===== src/rtl/regfile_pkg.sv =====
// regfile_pkg: shared widths, write request type and grant encodings for the register-file write port.
package regfile_pkg;
  localparam int DW = 32;
  localparam int AW = 5;
  localparam int NUM_REGS = 1 << AW;
  typedef struct packed {
    logic [AW-1:0] da;
    logic [DW-1:0] data;
  } wb_req_t;
  localparam logic [1:0] GNT_NONE = 2'd0;
  localparam logic [1:0] GNT_WB   = 2'd1;
  localparam logic [1:0] GNT_LU   = 2'd2;
endpackage


===== src/rtl/wb_result_fifo.sv =====
// wb_result_fifo: synchronous FIFO buffering long-latency results until they win the write port.
module wb_result_fifo #(
  parameter int DEPTH = 4,
  parameter int W     = 37
) (
  input  logic         clk,
  input  logic         rst_n,
  input  logic         i_push,
  input  logic         i_pop,
  input  logic [W-1:0] i_din,
  output logic [W-1:0] o_dout,
  output logic         o_full,
  output logic         o_empty
);
  localparam int PW = $clog2(DEPTH);
  logic [W-1:0]  r_mem [DEPTH];
  logic [PW-1:0] r_wp, r_rp;
  logic [PW:0]   r_cnt;
  always_ff @(posedge clk or negedge rst_n)
    if (!rst_n) begin
      r_wp  <= '0;
      r_rp  <= '0;
      r_cnt <= '0;
    end else begin
      if (i_push) r_wp <= r_wp + 1'b1;
      if (i_pop) r_rp <= r_rp + 1'b1;
      r_cnt <= r_cnt + (PW+1)'(i_push) - (PW+1)'(i_pop);
    end
  always_ff @(posedge clk)
    if (i_push) r_mem[r_wp] <= i_din;
  assign o_dout  = r_mem[r_rp];
  assign o_full  = r_cnt == (PW+1)'(DEPTH);
  assign o_empty = r_cnt == '0;
endmodule


===== src/rtl/regfile_wb_sched.sv =====
// regfile_wb_sched: shares the register-file write port between writeback and buffered
// long-latency results, with a starvation guard and a pending-destination scoreboard.
module regfile_wb_sched
  import regfile_pkg::*;
#(
  parameter int DW         = regfile_pkg::DW,
  parameter int AW         = regfile_pkg::AW,
  parameter int FIFO_DEPTH = 4,
  parameter int STARVE_MAX = 3
) (
  input  logic          clk,
  input  logic          rst_n,
  input  logic          i_wb_valid,
  input  logic [AW-1:0] i_wb_da,
  input  logic [DW-1:0] i_wb_data,
  output logic          o_wb_hold,
  input  logic          i_lu_valid,
  output logic          o_lu_ready,
  input  logic [AW-1:0] i_lu_da,
  input  logic [DW-1:0] i_lu_data,
  input  logic          i_iss_valid,
  input  logic          i_iss_long,
  input  logic [AW-1:0] i_iss_da,
  input  logic [AW-1:0] i_chk_aa,
  input  logic [AW-1:0] i_chk_ba,
  output logic          o_issue_stall,
  output logic          o_rf_rw,
  output logic [AW-1:0] o_rf_da,
  output logic [DW-1:0] o_rf_wdata
);
  localparam int NR = 1 << AW;
  localparam int SW = $clog2(STARVE_MAX + 1);
  logic [AW+DW-1:0] w_head;
  logic [AW-1:0]    w_lu_da;
  logic [DW-1:0]    w_lu_data;
  logic             w_full, w_empty, w_push, w_pop, w_preempt, w_set;
  logic [1:0]       w_gnt;
  logic [SW-1:0]    r_starve;
  logic [NR-1:0]    r_pend, w_pend_nxt;
  logic             r_rw;
  logic [AW-1:0]    r_da;
  logic [DW-1:0]    r_wdata;
  wb_result_fifo #(.DEPTH(FIFO_DEPTH), .W(AW+DW)) u_fifo (
    .clk     (clk),
    .rst_n   (rst_n),
    .i_push  (w_push),
    .i_pop   (w_pop),
    .i_din   ({i_lu_da, i_lu_data}),
    .o_dout  (w_head),
    .o_full  (w_full),
    .o_empty (w_empty)
  );
  assign {w_lu_da, w_lu_data} = w_head;
  assign o_lu_ready = !w_full;
  assign w_push     = i_lu_valid && !w_full;
  assign w_preempt  = !w_empty && r_starve == SW'(STARVE_MAX);
  assign w_gnt = w_preempt ? GNT_LU :
                 (i_wb_valid && i_wb_da != '0) ? GNT_WB :
                 !w_empty ? GNT_LU : GNT_NONE;
  assign w_pop     = w_gnt == GNT_LU;
  assign o_wb_hold = w_preempt;
  assign o_issue_stall = r_pend[i_chk_aa] | r_pend[i_chk_ba] | r_pend[i_iss_da];
  assign w_set = i_iss_valid && i_iss_long && i_iss_da != '0 && !o_issue_stall;
  // set is applied after clear so a same-address issue keeps the register pending
  always_comb begin
    w_pend_nxt = r_pend;
    if (w_pop) w_pend_nxt[w_lu_da] = 1'b0;
    if (w_set) w_pend_nxt[i_iss_da] = 1'b1;
    w_pend_nxt[0] = 1'b0;
  end
  always_ff @(posedge clk or negedge rst_n)
    if (!rst_n) begin
      r_starve <= '0;
      r_pend   <= '0;
      r_rw     <= 1'b0;
      r_da     <= '0;
      r_wdata  <= '0;
    end else begin
      r_pend <= w_pend_nxt;
      if (w_empty || w_pop) r_starve <= '0;
      else if (w_gnt == GNT_WB && r_starve != SW'(STARVE_MAX)) r_starve <= r_starve + 1'b1;
      r_rw <= (w_gnt == GNT_WB) || (w_pop && w_lu_da != '0);
      if (w_gnt != GNT_NONE) begin
        r_da    <= (w_gnt == GNT_WB) ? i_wb_da : w_lu_da;
        r_wdata <= (w_gnt == GNT_WB) ? i_wb_data : w_lu_data;
      end
    end
  assign o_rf_rw    = r_rw;
  assign o_rf_da    = r_da;
  assign o_rf_wdata = r_wdata;
endmodule


===== config.mk =====
export PLATFORM = sky130hd
export DESIGN_NAME = regfile_wb_sched
export DESIGN_NICKNAME = d
export VERILOG_FILES = /design/src/rtl/regfile_pkg.sv /design/src/rtl/wb_result_fifo.sv /design/src/rtl/regfile_wb_sched.sv
export SDC_FILE = /design/constraint.sdc
export NUM_CORES = 1
export LEC_CHECK = 0
export CAP_MARGIN = 25
export CORE_MARGIN = 3
export CORE_UTILIZATION = 55
export DETAILED_ROUTE_END_ITERATION = 6
export HOLD_SLACK_MARGIN = 0.02
export PLACE_DENSITY = 0.8
export SYNTH_ARGS = -nofsm -noshare
export SYNTH_HDL_FRONTEND = slang
export SYNTH_HIERARCHICAL = 1
export SYNTH_SLANG_ARGS = --single-unit

===== constraint.sdc =====
create_clock -name clk -period 3.3 [get_ports clk]
set_input_delay 0.33 -clock clk [delete_from_list [all_inputs] [get_ports clk]]
set_output_delay 0.33 -clock clk [all_outputs]
set_load 0.02 [all_outputs]

==> results of run 1 <==
stage by stage:
| stage | cell area [um^2] | cells | setup slack [ps] | hold WS [ps] |
|---|---|---|---|---|
| 3_5_place_dp | 11700 | 993 | 130 | 438 |
| 5_1_grt | 12400 | 1037 | 10.0 | 238 |
| 6_report | 12400 | 1037 | 133 | 223 |
| 3_3_place_gp | 11700 | 993 | 147 | 429 |
| 2_1_floorplan | 9980 | 646 | 808 | 34.4 |
| 4_1_cts | 12400 | 1034 | 129 | 56.0 |
metal layers:
layer | routed length (um) | global-route usage, % | part of all wire (%)
met5 | 13 | 0 | 0.054
met4 | 629 | 7.96 | 2.6
met3 | 1630 | 4.78 | 6.7
met2 | 12400 | 43.2 | 51
met1 | 9520 | 31.8 | 39
path summary, 6_finish.rpt:
kind                                              endpoint  slack, ps
worst max-delay path                         o_issue_stall        130
worst min-delay path                   r_pend[2]$_DFF_PN0_        220
worst max register to register         r_pend[9]$_DFF_PN0_        780
worst min register to register     r_starve[0]$_DFFE_PN0P_        450
max in group asynchronous       u_fifo/r_rp[0]$_DFFE_PN0P_       2460
min in group clk                o_rf_wdata[28]$_DFFE_PN0P_        400
power by group through the flow:
| stage | registers [uW] | logic (uW) | clock network [uW] |
|---|---|---|---|
| after floorplan | 4450 | 2250 | 0 |
| after global placement | 4440 | 3540 | 0 |
| after detailed placement | 4470 | 3660 | 0 |
| after CTS | 4430 | 3700 | 2510 |
| after global routing | 4520 | 3960 | 2640 |
| final | 4430 | 3690 | 2470 |
cells by family after synthesis:
family          after synthesis  share of synthesized area [%]
flops                       226                           64.1
buf+inv                      55                           2.48
compound gates              104                           7.07
xor+xnor                      5                          0.439
simple gates                142                           8.06
fa+ha+maj                     8                           1.08
mux                         106                           16.8
state kept, by name, indices dropped and copies added, names as in the netlist:
signal        cells
o_rf_da           5
o_rf_rw           1
o_rf_wdata       32
r_pend           31
r_starve          2
u_fifo/r_cnt      3
u_fifo/r_mem    148
u_fifo/r_rp       2
u_fifo/r_wp       2
cell usage after synthesis, types with 6 or more instances:
| library cell | number | share of area [%] |
|---|---|---|
| a21oi_1 | 39 | 2.0 |
| a22o_1 | 21 | 1.8 |
| buf_2 | 9 | 0.45 |
| clkbuf_1 | 21 | 0.79 |
| dfrtp_1 | 78 | 20 |
| edfxtp_1 | 148 | 45 |
| ha_1 | 7 | 0.88 |
| inv_1 | 15 | 0.56 |
| mux2i_1 | 54 | 5.4 |
| mux4_2 | 49 | 11 |
| nand2_1 | 28 | 1.1 |
| nand3_1 | 15 | 0.75 |
| nand3b_1 | 7 | 0.53 |
| nor2_1 | 45 | 1.7 |
| nor3b_1 | 6 | 0.45 |
| o21ai_0 | 13 | 0.65 |
cell type report:
cell class              instances  area [um^2]  share of cell area (%)
flip-flops and latches        226         6400                    51.4
repair buffers                164         1640                    13.2
multi-input cells             365         3350                    26.9
inverters                      15         56.3                   0.452
clock buffers                  29          608                    4.89
diodes                          1         2.50                  0.0201
well taps                     225          282                    2.26
clock inverters                12          110                   0.885
repair_timing:
item,4_1_cts,5_1_grt
setup endpoints to repair,0,0
endpoints found under the hold margin,0,78
hold buffers,0,1
worst reg2reg max path: stages (launching register included):
cell	delay [ps]
dfrtp_1	430
mux4_2	470
and4b_1	220
a311oi_1	360
nand4_4	130
buf_4	200
nor4b_4	260
buf_4	220
a22o_1	160
==> results.json, run 1 <==
{
  "status": "finished, final reports clean",
  "synth_area_per_cell_um2": 15.5,
  "place_congestion": 0.910,
  "r2r_start": "r_pend[8]$_DFF_PN0_",
  "cts_root_buffer": "clkbuf_16",
  "portBuffers": 135,
  "synth.net_count": 749,
  "drt_first_pass_iters": 4,
  "clkPwrFrac_pct": 23.3,
  "final_util_pct": 71.0,
  "drt-total-wl_mm": 24.2,
  "initial_core_util_pct": 56.9,
  "vias": 6394,
  "worstSetupStartpointType": "flip-flop",
  "skew_ps": 12.3,
  "cp_num_buf_inv": 1,
  "critPathCaptureType": "primary output",
  "die_h_um": 141,
  "combPwrFrac_pct": 34.8,
  "grt_pass1_wl_mm": 38.4,
  "overflow": 0,
  "path_max_fanout": 4,
  "clock_latency_ps": 500,
  "clk_pin_slew_worst_paths_ps": 60,
  "cts_max_path_buffers": 3,
  "final_common_cell": "edfxtp_1",
  "nets": 898,
  "drive_gt1_share_pct": 16.0,
  "fmax_ghz": 0.316,
  "crit_start": "r_pend[8]$_DFF_PN0_",
  "post-dp-hpwl_mm": 16.5,
  "p_leak_uw": 0.00458,
  "finalSetupTns_ps": 0,
  "cts_tree": "done",
  "cts.sinks": 226,
  "crit_family": "simple AND/OR/NAND/NOR gates",
  "ys_seq_elements": 226,
  "yosysWarnings": 6,
  "slew_headroom_pct": 48.3,
  "vias_per_cell": 6.17,
  "path_depth": 7,
  "wl_per_cell_um": 23.4,
  "drv_cap": 0,
  "drc": 0,
  "ys.flop_type": "edfxtp_1",
  "synthArstFlopShare_pct": 34.5,
  "post-cts-setup-buffers": 0,
  "filler_cell_count": 1127,
  "postRouteAntennaNets": 0,
  "crit_path_max_incr_delay_ps": 540,
  "synth_cells": 646,
  "rows": 48,
  "crit_arrival_ps": 2840,
  "grt_pass1_vias": 6906,
  "h-tree-depth": 1,
  "area_growth_pct": 24.7,
  "slew_viol_final": 0,
  "core-area_mm2": 0.0175,
  "cts_made_buffers": 23,
  "ios": 136,
  "rsz0062_at_grt": "false",
  "p_switching_uw": 3490,
  "synth_cell_types": 53,
  "p_int_uw": 7100,
  "setup_viol": 0,
  "period_needed_ps": 3170,
  "die_w_um": 141,
  "worstRegToRegCells": 8,
  "layout_common_cells": "148 x edfxtp_1, 134 x clkdlybuf4s50_1, 76 x dfrtp_1",
  "worstSetupPathType": "flip-flop to primary output",
  "peakVddDrop_uv": 745,
  "die_area_mm2": 0.0198,
  "period_share_pct": 96.0,
  "p_sw_share_pct": 33.0,
  "cts_resized": 0,
  "synth-edff-count": 148,
  "min_path_type": "input pin to async pin",
  "hold_violations": 0,
  "sequentialPowerShare_pct": 41.9,
  "pwr_density_cell_mw_per_mm2": 851,
  "crit_chain": "mux4_2 > and4b_1 > a311oi_1 > nand4_4 > nor2_1 > nand2_1 > clkdlybuf4s50_1",
  "antenna_found_initial": 2,
  "power.total_uw": 10600,
  "required_ps": 2970,
  "worst_pin_slew_ps": 776,
  "syn-cell-area_mm2": 0.00998,
  "yosysSeqAreaShare_pct": 64.1,
  "track_usage_pct": 24.8,
  "crit_slowest_cell": "clkdlybuf4s50_1",
  "drt-initial-drc-count": 379,
  "grt_max_degree": 79
}
Power figures use the tool's default switching activity.
==> inputs of run 2 (changes only) <==
CORE_UTILIZATION = 50   (was 55)
PLACE_DENSITY = 0.74   (was 0.8)
==> results.json, run 2 (synthesis gave the netlist of run 1 again) <==
{
  "finalSetupTns_ps": 0,
  "portBuffers": 135,
  "post_dp_cell_area_mm2": 0.0117,
  "min_path_type": "input pin to async pin",
  "period_share_pct": 96.6,
  "place_congestion": 0.917,
  "placed_cells": 1037,
  "ios": 136,
  "drv_cap": 0,
  "setup_ws_ps": 111,
  "setup_viol": 0,
  "clock_latency_ps": 510,
  "p_int_uw": 7270,
  "crit_chain": "clkdlybuf4s50_1 > buf_4 > mux2_2 > a311oi_1 > buf_4 > nand4_4 > nor2_1 > nand2_1 > clkdlybuf4s50_1",
  "rows": 51,
  "vias_per_cell": 5.78,
  "wl_per_cell_um": 22.1,
  "sequentialPowerShare_pct": 40.9,
  "drc": 0,
  "cts_max_path_buffers": 3,
  "cp_num_buf_inv": 4,
  "final_common_cell": "edfxtp_1",
  "slew_viol_final": 0,
  "path_max_fanout": 12,
  "cts_resized": 0,
  "crit_slowest_cell": "clkdlybuf4s50_1",
  "peakVddDrop_uv": 676,
  "core-area_mm2": 0.0195,
  "die_w_um": 147,
  "postRouteAntennaNets": 0,
  "die_area_mm2": 0.0217,
  "combPwrFrac_pct": 34.1,
  "critPathCaptureType": "primary output",
  "vias": 6269,
  "cts_root_buffer": "clkbuf_16",
  "cts_tree": "done",
  "overflow": 0,
  "worstSetupPathType": "input pin to primary output",
  "nets": 903,
  "dpl_worst_slack_ps": 112,
  "cts_made_buffers": 24,
  "p_sw_share_pct": 32.4,
  "area_growth_pct": 26.2,
  "clkPwrFrac_pct": 25.0,
  "pwr_density_cell_mw_per_mm2": 854,
  "rsz0062_at_grt": "false",
  "die_h_um": 147,
  "antenna_found_initial": 2,
  "hold_violations": 0,
  "fin_cells": 1084,
  "hold_ws_ps": 202,
  "fmax_ghz": 0.314,
  "drt_first_pass_iters": 5,
  "regMostFlops": "u_fifo/r_mem",
  "p_leak_uw": 0.00464,
  "worstSetupStartpointType": "input pin",
  "clk_pin_slew_worst_paths_ps": 60,
  "status": "finished, final reports clean",
  "cts.sinks": 226,
  "post-dp-hpwl_mm": 16.1,
  "crit_family": "buffers and inverters",
  "grt_pass1_vias": 6757,
  "p_switching_uw": 3490,
  "crit_path_max_incr_delay_ps": 660,
  "fin_area_mm2": 0.0126,
  "period_needed_ps": 3190,
  "layout_common_cells": "148 x edfxtp_1, 134 x clkdlybuf4s50_1, 76 x dfrtp_1",
  "crit_arrival_ps": 2860,
  "largest_register_ffs": 148,
  "grt_max_degree": 79,
  "initial_core_util_pct": 51.1,
  "drive_gt1_share_pct": 17.2,
  "skew_ps": 16.0,
  "slew_headroom_pct": 48.5,
  "track_usage_pct": 22.0,
  "drt-initial-drc-count": 366,
  "drt-total-wl_mm": 24.0,
  "h-tree-depth": 1,
  "required_ps": 2970,
  "worst_pin_slew_ps": 773,
  "grt_pass1_wl_mm": 37.2
}
## run 2: per-layer routing
layer | track usage, % | vias to the layer above | wire, um
met2 | 38.3 | 236 | 12300
li1 | - | 2823 | -
met5 | 0 | - | 27
met1 | 27.3 | 3151 | 9330
met3 | 5.27 | 55 | 1630
met4 | 6.80 | 4 | 625
## run 2: final cells by class
cell class / instances / area, um^2
timing repair buffer: 168 / 1640
tap: 265 / 332
sequential: 226 / 6400
fill: 1417 / 6930
inverter: 15 / 56.3
clock inverter: 12 / 120
antenna: 1 / 2.50
multi-input combinational: 365 / 3350
clock buffer: 32 / 692
## run 2: worst register-to-register path, delay by kind of cell, from the launching register on
family,cells,cell delay (ps)
AO/OA/AOI/OAI,2,390
multiplexers,1,480
AND/OR/NAND/NOR,3,540
buffers and inverters,3,590
flip-flops,1,430
## run 2: stage by stage
stage,power (uW),util (%)
finish,10800,64.5
detailed placement,8100,60.1
CTS,10800,64.3
floorplan,6700,-
global route,11300,64.5
global placement,7960,60.1
## run 2: power groups by stage
stage / combinational (uW) / clock [uW] / sequential (uW)
after global routing: 3930 / 2870 / 4480
after global placement: 3580 / 0 / 4380
after CTS: 3690 / 2750 / 4400
after floorplan: 2250 / 0 / 4450
final: 3660 / 2690 / 4400
after detailed placement: 3660 / 0 / 4430
## run 2: timing repair
action / CTS / global route
endpoints found under the setup margin: 0 / 0
hold buffers: 0 / 1
buffers inserted: 0 / 0
endpoints found under the hold margin: 0 / 67
## run 2: worst paths after layout
path                                         start                    endpoint  slack (ps)  cells past startpoint
max in group asynchronous                    rst_n  o_rf_wdata[12]$_DFFE_PN0P_        2480                      3
hold / removal                               rst_n        r_pend[25]$_DFF_PN0_         200                      2
setup reg to reg              r_pend[11]$_DFF_PN0_        r_pend[13]$_DFF_PN0_         790                      9
hold reg to reg            r_starve[0]$_DFFE_PN0P_     r_starve[0]$_DFFE_PN0P_         470                      1
min in group clk                     i_wb_data[31]  o_rf_wdata[31]$_DFFE_PN0P_         390                      3
setup / recovery                       i_iss_da[0]               o_issue_stall         110                      9
==> inputs of run 3 (changes only) <==
GPL_TIMING_DRIVEN = 0   (was not set)
SLEW_MARGIN = 20   (was not set)
SYNTH_HIERARCHICAL = not set   (was 1)
==> results.json, run 3 <==
{
  "worstSetupPathType": "flip-flop to primary output",
  "combPwrFrac_pct": 34.5,
  "overflow": 0,
  "vias": 6551,
  "setup_ws_ps": 133,
  "worst_pin_slew_ps": 851,
  "period_share_pct": 96.0,
  "final_common_cell": "edfxtp_1",
  "core-area_mm2": 0.0190,
  "synth_commonest_cells": "148 x edfxtp_1, 88 x nand2_1, 78 x dfrtp_1, 49 x mux4_2, 46 x nor2_1",
  "clkPwrFrac_pct": 26.0,
  "status": "finished, final reports clean",
  "antenna-diode-count": 0,
  "synthArstFlopShare_pct": 34.5,
  "fmax_ghz": 0.316,
  "crit_arrival_ps": 2840,
  "r2r-end": "r_pend[5]$_DFF_PN0_",
  "nets": 937,
  "initial_core_util_pct": 51.6,
  "grt_pass1_wl_mm": 38.4,
  "vias_per_cell": 5.89,
  "portBuffers": 126,
  "crit_path_max_incr_delay_ps": 520,
  "drv_cap": 0,
  "p_sw_share_pct": 32.8,
  "grt_max_degree": 54,
  "hold_ws_ps": 304,
  "syn-cell-area_mm2": 0.00978,
  "die_h_um": 146,
  "wl_per_cell_um": 21.7,
  "rows": 50,
  "yosysMostFrequentCell": "edfxtp_1",
  "area_growth_pct": 26.5,
  "r2r_start": "r_pend[18]$_DFF_PN0_",
  "netlist.area_leader.share_pct": 45.4,
  "synth_top_area_cell": "edfxtp_1",
  "rsz0062_at_grt": "false",
  "drt-initial-drc-count": 520,
  "cts_made_buffers": 24,
  "multi_input_area_mm2": 0.00313,
  "clock_latency_ps": 510,
  "setup_viol": 0,
  "synth_area_per_cell_um2": 14.5,
  "crit_chain": "mux4_2 > mux2i_1 > nor3b_1 > or4_1 > or3_2 > buf_2",
  "cts_tree": "done",
  "cts_root_buffer": "clkbuf_16",
  "regMostFlops": "u_fifo.r_mem",
  "layout_common_cells": "148 x edfxtp_1, 124 x clkdlybuf4s50_1, 88 x nand2_1",
  "drt-total-wl_mm": 24.1,
  "h-tree-depth": 1,
  "clk_pin_slew_worst_paths_ps": 60,
  "ys_seq_elements": 226,
  "cp_num_buf_inv": 1,
  "grt_pass1_vias": 6971,
  "p_switching_uw": 3610,
  "crit_family": "simple AND/OR/NAND/NOR gates",
  "synth.net_count": 777,
  "dpl_worst_slack_ps": -546,
  "cts_max_path_buffers": 3,
  "worstRegToRegCells": 8,
  "crit_slowest_cell": "or4_1",
  "postRouteAntennaNets": 0,
  "min_path_type": "input pin to async pin",
  "peakVddDrop_uv": 423,
  "slew_viol_final": 0,
  "die_area_mm2": 0.0213,
  "ys.flop_type": "edfxtp_1",
  "worstSetupStartpointType": "flip-flop",
  "sequentialPowerShare_pct": 39.5,
  "synth-edff-count": 148,
  "r2r_slack_ps": 270,
  "synth.area.top_cells": "edfxtp_1 45%, dfrtp_1 20%, mux4_2 11%",
  "ios": 136,
  "antenna_found_initial": 1,
  "slew_headroom_pct": 43.2,
  "fin_cells": 1112,
  "path_max_fanout": 4,
  "synth_cells": 674,
  "cts.sinks": 226,
  "yosysWarnings": 0,
  "placed_cells": 1065,
  "track_usage_pct": 22.8,
  "yosysSeqAreaShare_pct": 65.4,
  "required_ps": 2970,
  "die_w_um": 146,
  "critPathCaptureType": "primary output",
  "p_int_uw": 7420,
  "period_needed_ps": 3170,
  "synth_cell_types": 46,
  "regArea_mm2": 0.00640,
  "p_leak_uw": 0.00447,
  "skew_ps": 10.0,
  "drt_first_pass_iters": 5,
  "drive_gt1_share_pct": 13.5,
  "filler_cell_count": 1344,
  "post-dp-hpwl_mm": 16.8,
  "hold_violations": 0,
  "place_congestion": 0.919,
  "pwr_density_cell_mw_per_mm2": 892,
  "largest_register_ffs": 148,
  "drc": 0
}
[run 3: changes by cell type after synthesis, sizes merged, moves of 8 or more]
cell	delta
o21ai	+21
a31oi	+35
nand2	+60
o31ai	+29
mux2i	-38
nand3	-12
a22o	-21
a21oi	-38
clkbuf	+8
[run 3: what timing repair did]
action | in CTS | in global routing
hold buffers | 1 | 0
setup endpoints to repair | 2 | 2
resized for setup | 6 | 2
endpoints found under the hold margin | 25 | 0
setup buffers | 0 | 2
[run 3: worst max path at each step]
stage                     slack (ps)                 start  cells after the start                          to
after floorplan                  500           i_chk_ba[2]                      9        r_pend[11]$_DFF_PN0_
after CTS                         20  r_pend[18]$_DFF_PN0_                      6               o_issue_stall
after detailed placement        -550           i_chk_ba[2]                      8               o_issue_stall
final                            130  r_pend[18]$_DFF_PN0_                      6               o_issue_stall
after global placement          -840                 rst_n                      1  o_rf_wdata[25]$_DFFE_PN0P_
after global routing              60  r_pend[22]$_DFF_PN0_                      6               o_issue_stall
[run 3: final cells by class]
type                    instances  share of cell area, %
repair buffers                134                   11.2
flip-flops and latches        226                   51.7
clock inverters                17                   1.98
multi-input cells             390                   25.3
plain buffers                  46                   1.81
inverters                      12                  0.364
clock buffers                  27                   4.95
well taps                     260                   2.63
[run 3: cell families (layout without fill, tap and decap cells)]
group | after synthesis | after routing | synth area share [%]
flops | 226 | 226 | 65.4
mux | 69 | 69 | 13.7
simple gates | 186 | 186 | 8.65
compound gates | 122 | 122 | 8.00
xor+xnor | 5 | 5 | 0.448
buf+inv | 58 | 236 | 2.71
fa+ha+maj | 8 | 8 | 1.10
[run 3: through the flow]
stage	instance area, um^2	util [%]	power [uW]	TNS (ps)
2_1_floorplan	9780	-	6640	0
3_3_place_gp	11400	60.0	7970	-75730
3_5_place_dp	11500	60.5	8180	-13850
4_1_cts	12400	65.2	11100	0
5_1_grt	12400	65.2	11600	0
6_report	12400	65.2	11000	0
[run 3: power groups by stage]
stage                     clock network [uW]  logic, uW  registers, uW
after floorplan                            0       2130           4510
after global placement                     0       3620           4350
after detailed placement                   0       3790           4380
after CTS                               2910       3830           4340
after global routing                    3020       4120           4440
final                                   2870       3810           4350
[run 3: layer usage]
metal / up-vias / GRT usage [%] / routed length [um]
met3: 58 / 4.64 / 1840
li1: 2908 / - / -
met4: 2 / 7.36 / 687
met2: 295 / 37.9 / 12100
met5: - / 0 / 9
met1: 3288 / 30.4 / 9540
[run 3: worst register-to-register path, delay by kind of cell (launching register included)]
| kind | cells | cell delay [ps] |
|---|---|---|
| multiplexers | 2 | 680 |
| AND/OR/NAND/NOR | 3 | 1130 |
| buffers and inverters | 2 | 360 |
| AO/OA/AOI/OAI | 1 | 320 |
| flip-flops | 1 | 410 |
